### config.mk
export PLATFORM = sky130hd
export DESIGN_NAME = leaf_stream_buffer
export DESIGN_NICKNAME = d
export VERILOG_FILES = /design/src/rtl/leaf_stream_buffer.sv
export SDC_FILE = /design/constraint.sdc
export NUM_CORES = 1
export LEC_CHECK = 0
export ABC_AREA = 1
export CORE_ASPECT_RATIO = 0.75
export CORE_UTILIZATION = 30
export DETAILED_ROUTE_END_ITERATION = 10
export MAX_ROUTING_LAYER = met4
export PLACE_DENSITY = 0.54
export SYNTH_ARGS = -nofsm -noshare
export SYNTH_HDL_FRONTEND = slang
export SYNTH_SLANG_ARGS = --single-unit
### constraint.sdc
create_clock -name clk_user -period 3.7 [get_ports clk_user]
set_clock_uncertainty 0.05 [all_clocks]
set_input_delay 0.925 -clock clk_user [delete_from_list [all_inputs] [get_ports clk_user]]
set_output_delay 0.925 -clock clk_user [all_outputs]
set_load 0.1 [all_outputs]
### src/rtl/leaf_stream_buffer.sv
// Multi-port stream buffer between leaf_interface and a user operator.
// Every input channel (interface -> user) and every output channel
// (user -> interface) has its own first-word-fall-through FIFO, an
// occupancy output and a saturating count of words popped.

// One first-word-fall-through FIFO channel with occupancy and a
// saturating pop counter. Ready/valid on both sides follow vld && ack.
module leaf_stream_fifo #(
    parameter int W          = 32,
    parameter int DEPTH      = 4,
    parameter int COUNT_BITS = 16,
    localparam int PTR_W     = $clog2(DEPTH),
    localparam int OCC_W     = PTR_W + 1
) (
    input  logic                  clk,
    input  logic                  reset,
    input  logic [W-1:0]          in_data,
    input  logic                  in_vld,
    output logic                  in_ack,
    output logic [W-1:0]          out_data,
    output logic                  out_vld,
    input  logic                  out_ack,
    output logic [OCC_W-1:0]      occ,
    output logic [COUNT_BITS-1:0] xfer_cnt
);

    logic [PTR_W-1:0]      wr_ptr_q, wr_ptr_d;
    logic [PTR_W-1:0]      rd_ptr_q, rd_ptr_d;
    logic [OCC_W-1:0]      occ_q, occ_d;
    logic [COUNT_BITS-1:0] cnt_q, cnt_d;
    logic [W-1:0]          mem_q [DEPTH];
    logic                  full;
    logic                  push;
    logic                  pop;

    // Handshakes come from registered occupancy only, so ack never depends
    // on vld; both sides are held off while reset is asserted.
    assign full     = (occ_q == OCC_W'(DEPTH));
    assign in_ack   = !full && !reset;
    assign out_vld  = (occ_q != '0) && !reset;
    assign push     = in_vld && in_ack;
    assign pop      = out_vld && out_ack;
    assign out_data = mem_q[rd_ptr_q];
    assign occ      = occ_q;
    assign xfer_cnt = cnt_q;

    // Next-state for pointers, occupancy and the saturating pop counter.
    always_comb begin
        // NOTE: every signal gets a default first so no path leaves it unassigned (no latch).
        wr_ptr_d = wr_ptr_q;
        rd_ptr_d = rd_ptr_q;
        occ_d    = occ_q;
        cnt_d    = cnt_q;
        if (push) begin
            wr_ptr_d = wr_ptr_q + PTR_W'(1);
        end
        if (pop) begin
            rd_ptr_d = rd_ptr_q + PTR_W'(1);
            if (cnt_q != '1) begin
                cnt_d = cnt_q + COUNT_BITS'(1);
            end
        end
        case ({push, pop})
            2'b10:   occ_d = occ_q + OCC_W'(1);
            2'b01:   occ_d = occ_q - OCC_W'(1);
            default: occ_d = occ_q;
        endcase
    end

    // Control state registers with synchronous reset.
    always_ff @(posedge clk) begin
        // NOTE: sequential state uses non-blocking assignments so all flops update together.
        if (reset) begin
            wr_ptr_q <= '0;
            rd_ptr_q <= '0;
            occ_q    <= '0;
            cnt_q    <= '0;
        end else begin
            wr_ptr_q <= wr_ptr_d;
            rd_ptr_q <= rd_ptr_d;
            occ_q    <= occ_d;
            cnt_q    <= cnt_d;
        end
    end

    // Storage write on an accepted push.
    always_ff @(posedge clk) begin
        // NOTE: storage is deliberately not reset; occupancy alone decides what is valid.
        if (push) begin
            mem_q[wr_ptr_q] <= in_data;
        end
    end

endmodule

// Top level: replicates one FIFO per input and per output channel.
module leaf_stream_buffer #(
    parameter int PAYLOAD_BITS  = 32,
    parameter int NUM_IN_PORTS  = 1,
    parameter int NUM_OUT_PORTS = 1,
    parameter int DEPTH         = 4,
    parameter int COUNT_BITS    = 16,
    localparam int OCC_W        = $clog2(DEPTH) + 1
) (
    input  logic                                clk_user,
    input  logic                                reset,
    input  logic [NUM_IN_PORTS*PAYLOAD_BITS-1:0]  din_if2buf,
    input  logic [NUM_IN_PORTS-1:0]               vld_if2buf,
    output logic [NUM_IN_PORTS-1:0]               ack_buf2if,
    output logic [NUM_IN_PORTS*PAYLOAD_BITS-1:0]  dout_buf2user,
    output logic [NUM_IN_PORTS-1:0]               vld_buf2user,
    input  logic [NUM_IN_PORTS-1:0]               ack_user2buf,
    input  logic [NUM_OUT_PORTS*PAYLOAD_BITS-1:0] din_user2buf,
    input  logic [NUM_OUT_PORTS-1:0]              vld_user2buf,
    output logic [NUM_OUT_PORTS-1:0]              ack_buf2user,
    output logic [NUM_OUT_PORTS*PAYLOAD_BITS-1:0] dout_buf2if,
    output logic [NUM_OUT_PORTS-1:0]              vld_buf2if,
    input  logic [NUM_OUT_PORTS-1:0]              ack_if2buf,
    output logic [NUM_IN_PORTS*OCC_W-1:0]         occ_in,
    output logic [NUM_OUT_PORTS*OCC_W-1:0]        occ_out,
    output logic [NUM_IN_PORTS*COUNT_BITS-1:0]    xfer_cnt_in,
    output logic [NUM_OUT_PORTS*COUNT_BITS-1:0]   xfer_cnt_out
);

    // Interface -> user channels.
    for (genvar p = 0; p < NUM_IN_PORTS; p++) begin : g_in
        leaf_stream_fifo #(
            .W          (PAYLOAD_BITS),
            .DEPTH      (DEPTH),
            .COUNT_BITS (COUNT_BITS)
        ) u_fifo (
            .clk      (clk_user),
            .reset    (reset),
            .in_data  (din_if2buf[p*PAYLOAD_BITS +: PAYLOAD_BITS]),
            .in_vld   (vld_if2buf[p]),
            .in_ack   (ack_buf2if[p]),
            .out_data (dout_buf2user[p*PAYLOAD_BITS +: PAYLOAD_BITS]),
            .out_vld  (vld_buf2user[p]),
            .out_ack  (ack_user2buf[p]),
            .occ      (occ_in[p*OCC_W +: OCC_W]),
            .xfer_cnt (xfer_cnt_in[p*COUNT_BITS +: COUNT_BITS])
        );
    end

    // User -> interface channels.
    for (genvar p = 0; p < NUM_OUT_PORTS; p++) begin : g_out
        leaf_stream_fifo #(
            .W          (PAYLOAD_BITS),
            .DEPTH      (DEPTH),
            .COUNT_BITS (COUNT_BITS)
        ) u_fifo (
            .clk      (clk_user),
            .reset    (reset),
            .in_data  (din_user2buf[p*PAYLOAD_BITS +: PAYLOAD_BITS]),
            .in_vld   (vld_user2buf[p]),
            .in_ack   (ack_buf2user[p]),
            .out_data (dout_buf2if[p*PAYLOAD_BITS +: PAYLOAD_BITS]),
            .out_vld  (vld_buf2if[p]),
            .out_ack  (ack_if2buf[p]),
            .occ      (occ_out[p*OCC_W +: OCC_W]),
            .xfer_cnt (xfer_cnt_out[p*COUNT_BITS +: COUNT_BITS])
        );
    end

endmodule

==> run summary <==
worst-path maximum fanout - 38
Final ANT Viol Nets - 0
Min-Delay Startpoint - g_out[0].u_fifo.rd_ptr_q[1]
Post-DP HPWL - 18.2 mm
Post-synth EDFFs - 256
Hold Path Depth - 2
WP data required - 2.72 ns
DIE AREA - 41300 µm²
R2R Path Start - g_in[0].u_fifo.occ[1]
most frequent cell after synthesis - edfxtp_1
CP max-delay cell - clkinv_1
Sequential Area - 8690 µm²
synth cell count leaders - edfxtp_1, nor2_1, o21ai_0
clock-pin slew on the worst setup and hold paths - 0.06 ns
cts hold-fix bufs - 0
Cell Chain, Critical Path - clkinv_1 -> buf_12 -> o21ai_0 -> o22ai_1 -> buf_12
IO Port Bufs - 175
clk sink count - 306
Power Density - 524 nW/µm²
Setup TNS - 0 ns
detailed-route wire length per cell - 16.3 µm
CP max stage delay - 0.59 ns
CTS max path bufs - 3
Top FF cell, synth - edfxtp_1
relative slew slack - 49.2%
CP startpoint kind - register
Boundary Pins - 176
TritonCTS clock tree - built
drt first pass iters - 8
final period utilization - 92.4%
Final setup violation count - 0
failing checks - design-rule violations
total track usage - 14.4%
Final GP Congestion - 0.791
unrepaired setup endpoints after global routing - no
number of global-route vias before repair - 7990
fin. max-slew vios - 0
worst min-delay path category - reg -> reg
minimum clock period - 3.42 ns
Netlist cell types - 27
multi-input gate area in the final layout - 3140 µm²
maximum clock frequency - 292 MHz
final WL - 28.8 mm
Layout area overhead - 35.1%
Yosys top cell area share - 63.3%
Slew @ Worst Pin - 0.757 ns
Mapped Nets - 1112
total gr overflow - 0
FP Rows - 63
first-pass GRT wire length - 44.6 mm
CTS root buffer - clkbuf_16
share of layout cells above drive strength 1 - 16.8%
Max-Cap Viols - 0
Crit Reg-Reg Endpoint - g_in[0].u_fifo.occ[2]
dominant cells by area after synthesis - edfxtp_1, dfxtp_1, nor2_1, o21ai_0, o22ai_1
sequential fraction of the synthesis area - 71.6%
Crit Path Class - reg -> out
final core utilization - 41.3%
final hold vios - 0
Post-CTS Resized - 0
reg2reg path depth - 11
Die X - 234 µm
YS warnings - 0
setup slack, reg-to-reg - 1.36 ns
Clock Latency Late Sink - 0.51 ns
Die H - 176 µm
VDD IR max - 228 µV
crit end category - output pin
Layout Nets - 1300
Lkg Pwr - 5.75 nW
CTS buffer count - 34
largest net degree at the start of global routing - 65
# fillers - 3758
H-tree lvl count - 2
setup bufs post-CTS - 0
initial antenna violation count - 1
Via density - 4.64
status - complete, but fails checks
CP dominant cell by count - buf_12
Seq cells post-synth - 306
Yosys top cell by area - edfxtp_1
Initial Util - 30.5%
Async S/R FF share, synth - 0%
DR iter-0 viols - 413
core area - 39700 µm²
Synth Instances - 1028
DR DRC count - 5
critical path arrival - 2.44 ns
Avg Cell Area, Syn - 11.8 µm²
mapped cell area - 12100 µm²
DR vias - 8161
registers in the layout, indices dropped and copies added (netlist names), named ones only:
signal and cells:
g_in.u_fifo.xfer_cnt 16, g_in.u_fifo.mem_q 128, g_out.u_fifo.xfer_cnt 16, g_in.u_fifo.occ 3, g_out.u_fifo.mem_q 128, g_out.u_fifo.rd_ptr_q 2
g_in.u_fifo.rd_ptr_q 2, g_out.u_fifo.wr_ptr_q 2, g_out.u_fifo.occ 3, g_in.u_fifo.wr_ptr_q 2
cell type report:
| type | count | share of cell area (%) |
|---|---|---|
| sequential | 306 | 53.0 |
| antenna | 1 | 0.0153 |
| inverter | 50 | 1.17 |
| tap | 520 | 3.97 |
| multi-input combinational | 626 | 19.2 |
| clock inverter | 16 | 1.02 |
| timing repair buffer | 198 | 16.1 |
| clock buffer | 43 | 5.59 |
cells in the final DEF, fill, tap and decap left out, types with 3 or more instances in the layout:
master	instances
edfxtp_1	256
nor2_1	213
o21ai_0	142
nand2_1	87
buf_12	78
clkdlybuf4s50_1	69
o22ai_1	64
buf_4	51
dfxtp_1	48
inv_1	44
a21oi_1	42
clkbuf_16	35
nand3_1	33
ha_1	12
nor2_4	11
clkbuf_1	7
nand3_2	6
clkinv_1	5
inv_2	4
xor2_1	4
clkinv_2	4
clkinvlp_4	3
inv_6	3
bufinv_16	3
worst max-delay path: cells and delay by family, from the launching register on:
family	cells	cell delay, ns
AOI/OAI and AO/OA	2	0.35
buffers and inverters	3	1.24
DFF	1	0.33
power breakdown:
group / total (mW) / switching, mW / internal [mW] / leakage, nW
combinational: 1.46 / 0.994 / 0.464 / 2.50
clock: 3.28 / 1.31 / 1.97 / 0.525
sequential: 3.85 / 0.0277 / 3.82 / 2.73
total: 8.59 / 2.33 / 6.26 / 5.75
worst max path at each step:
stage,startpoint,to,slack (ns),cells past startpoint
finish,register,dout_buf2user[16],0.28,5
global route,register,dout_buf2user[16],0.08,5
CTS,register,dout_buf2if[18],0.13,5
detailed placement,reset,g_out[0].u_fifo.occ[2],0.45,11
global placement,reset,g_out[0].u_fifo.occ[2],0.44,11
floorplan,g_out[0].u_fifo.occ[0],g_out[0].u_fifo.mem_q[0][0],0.002,4
per-layer routing:
layer  wire [µm]  GRT usage (%)
met5           0              -
met4         378           3.65
met3        1380           3.17
met2       13400           21.7
met1       13600           19.5
cell families after synthesis:
logic type               Yosys count  synth area share (%)
AND/OR/NAND/NOR                  357                  12.2
flip-flops                       306                  71.6
AO/OA/AOI/OAI                    250                  11.0
buffers and inverters             96                  3.28
XOR/XNOR                           5                 0.361
adder cells (fa/ha/maj)           14                  1.57
stage by stage:
stage               setup slack, ns  power, mW  hold WS (ns)  instance area, µm²  std cells
floorplan                   0.00152       4.79         0.383               12200       1028
global placement              0.444       5.39         0.401               15300       1700
detailed placement            0.449       5.40         0.411               15300       1700
global route                 0.0783       8.88         0.451               16400       1760
CTS                           0.129       8.71         0.418               16400       1759
finish                        0.281       8.59         0.408               16400       1760
(Power assumes the default switching activity.)
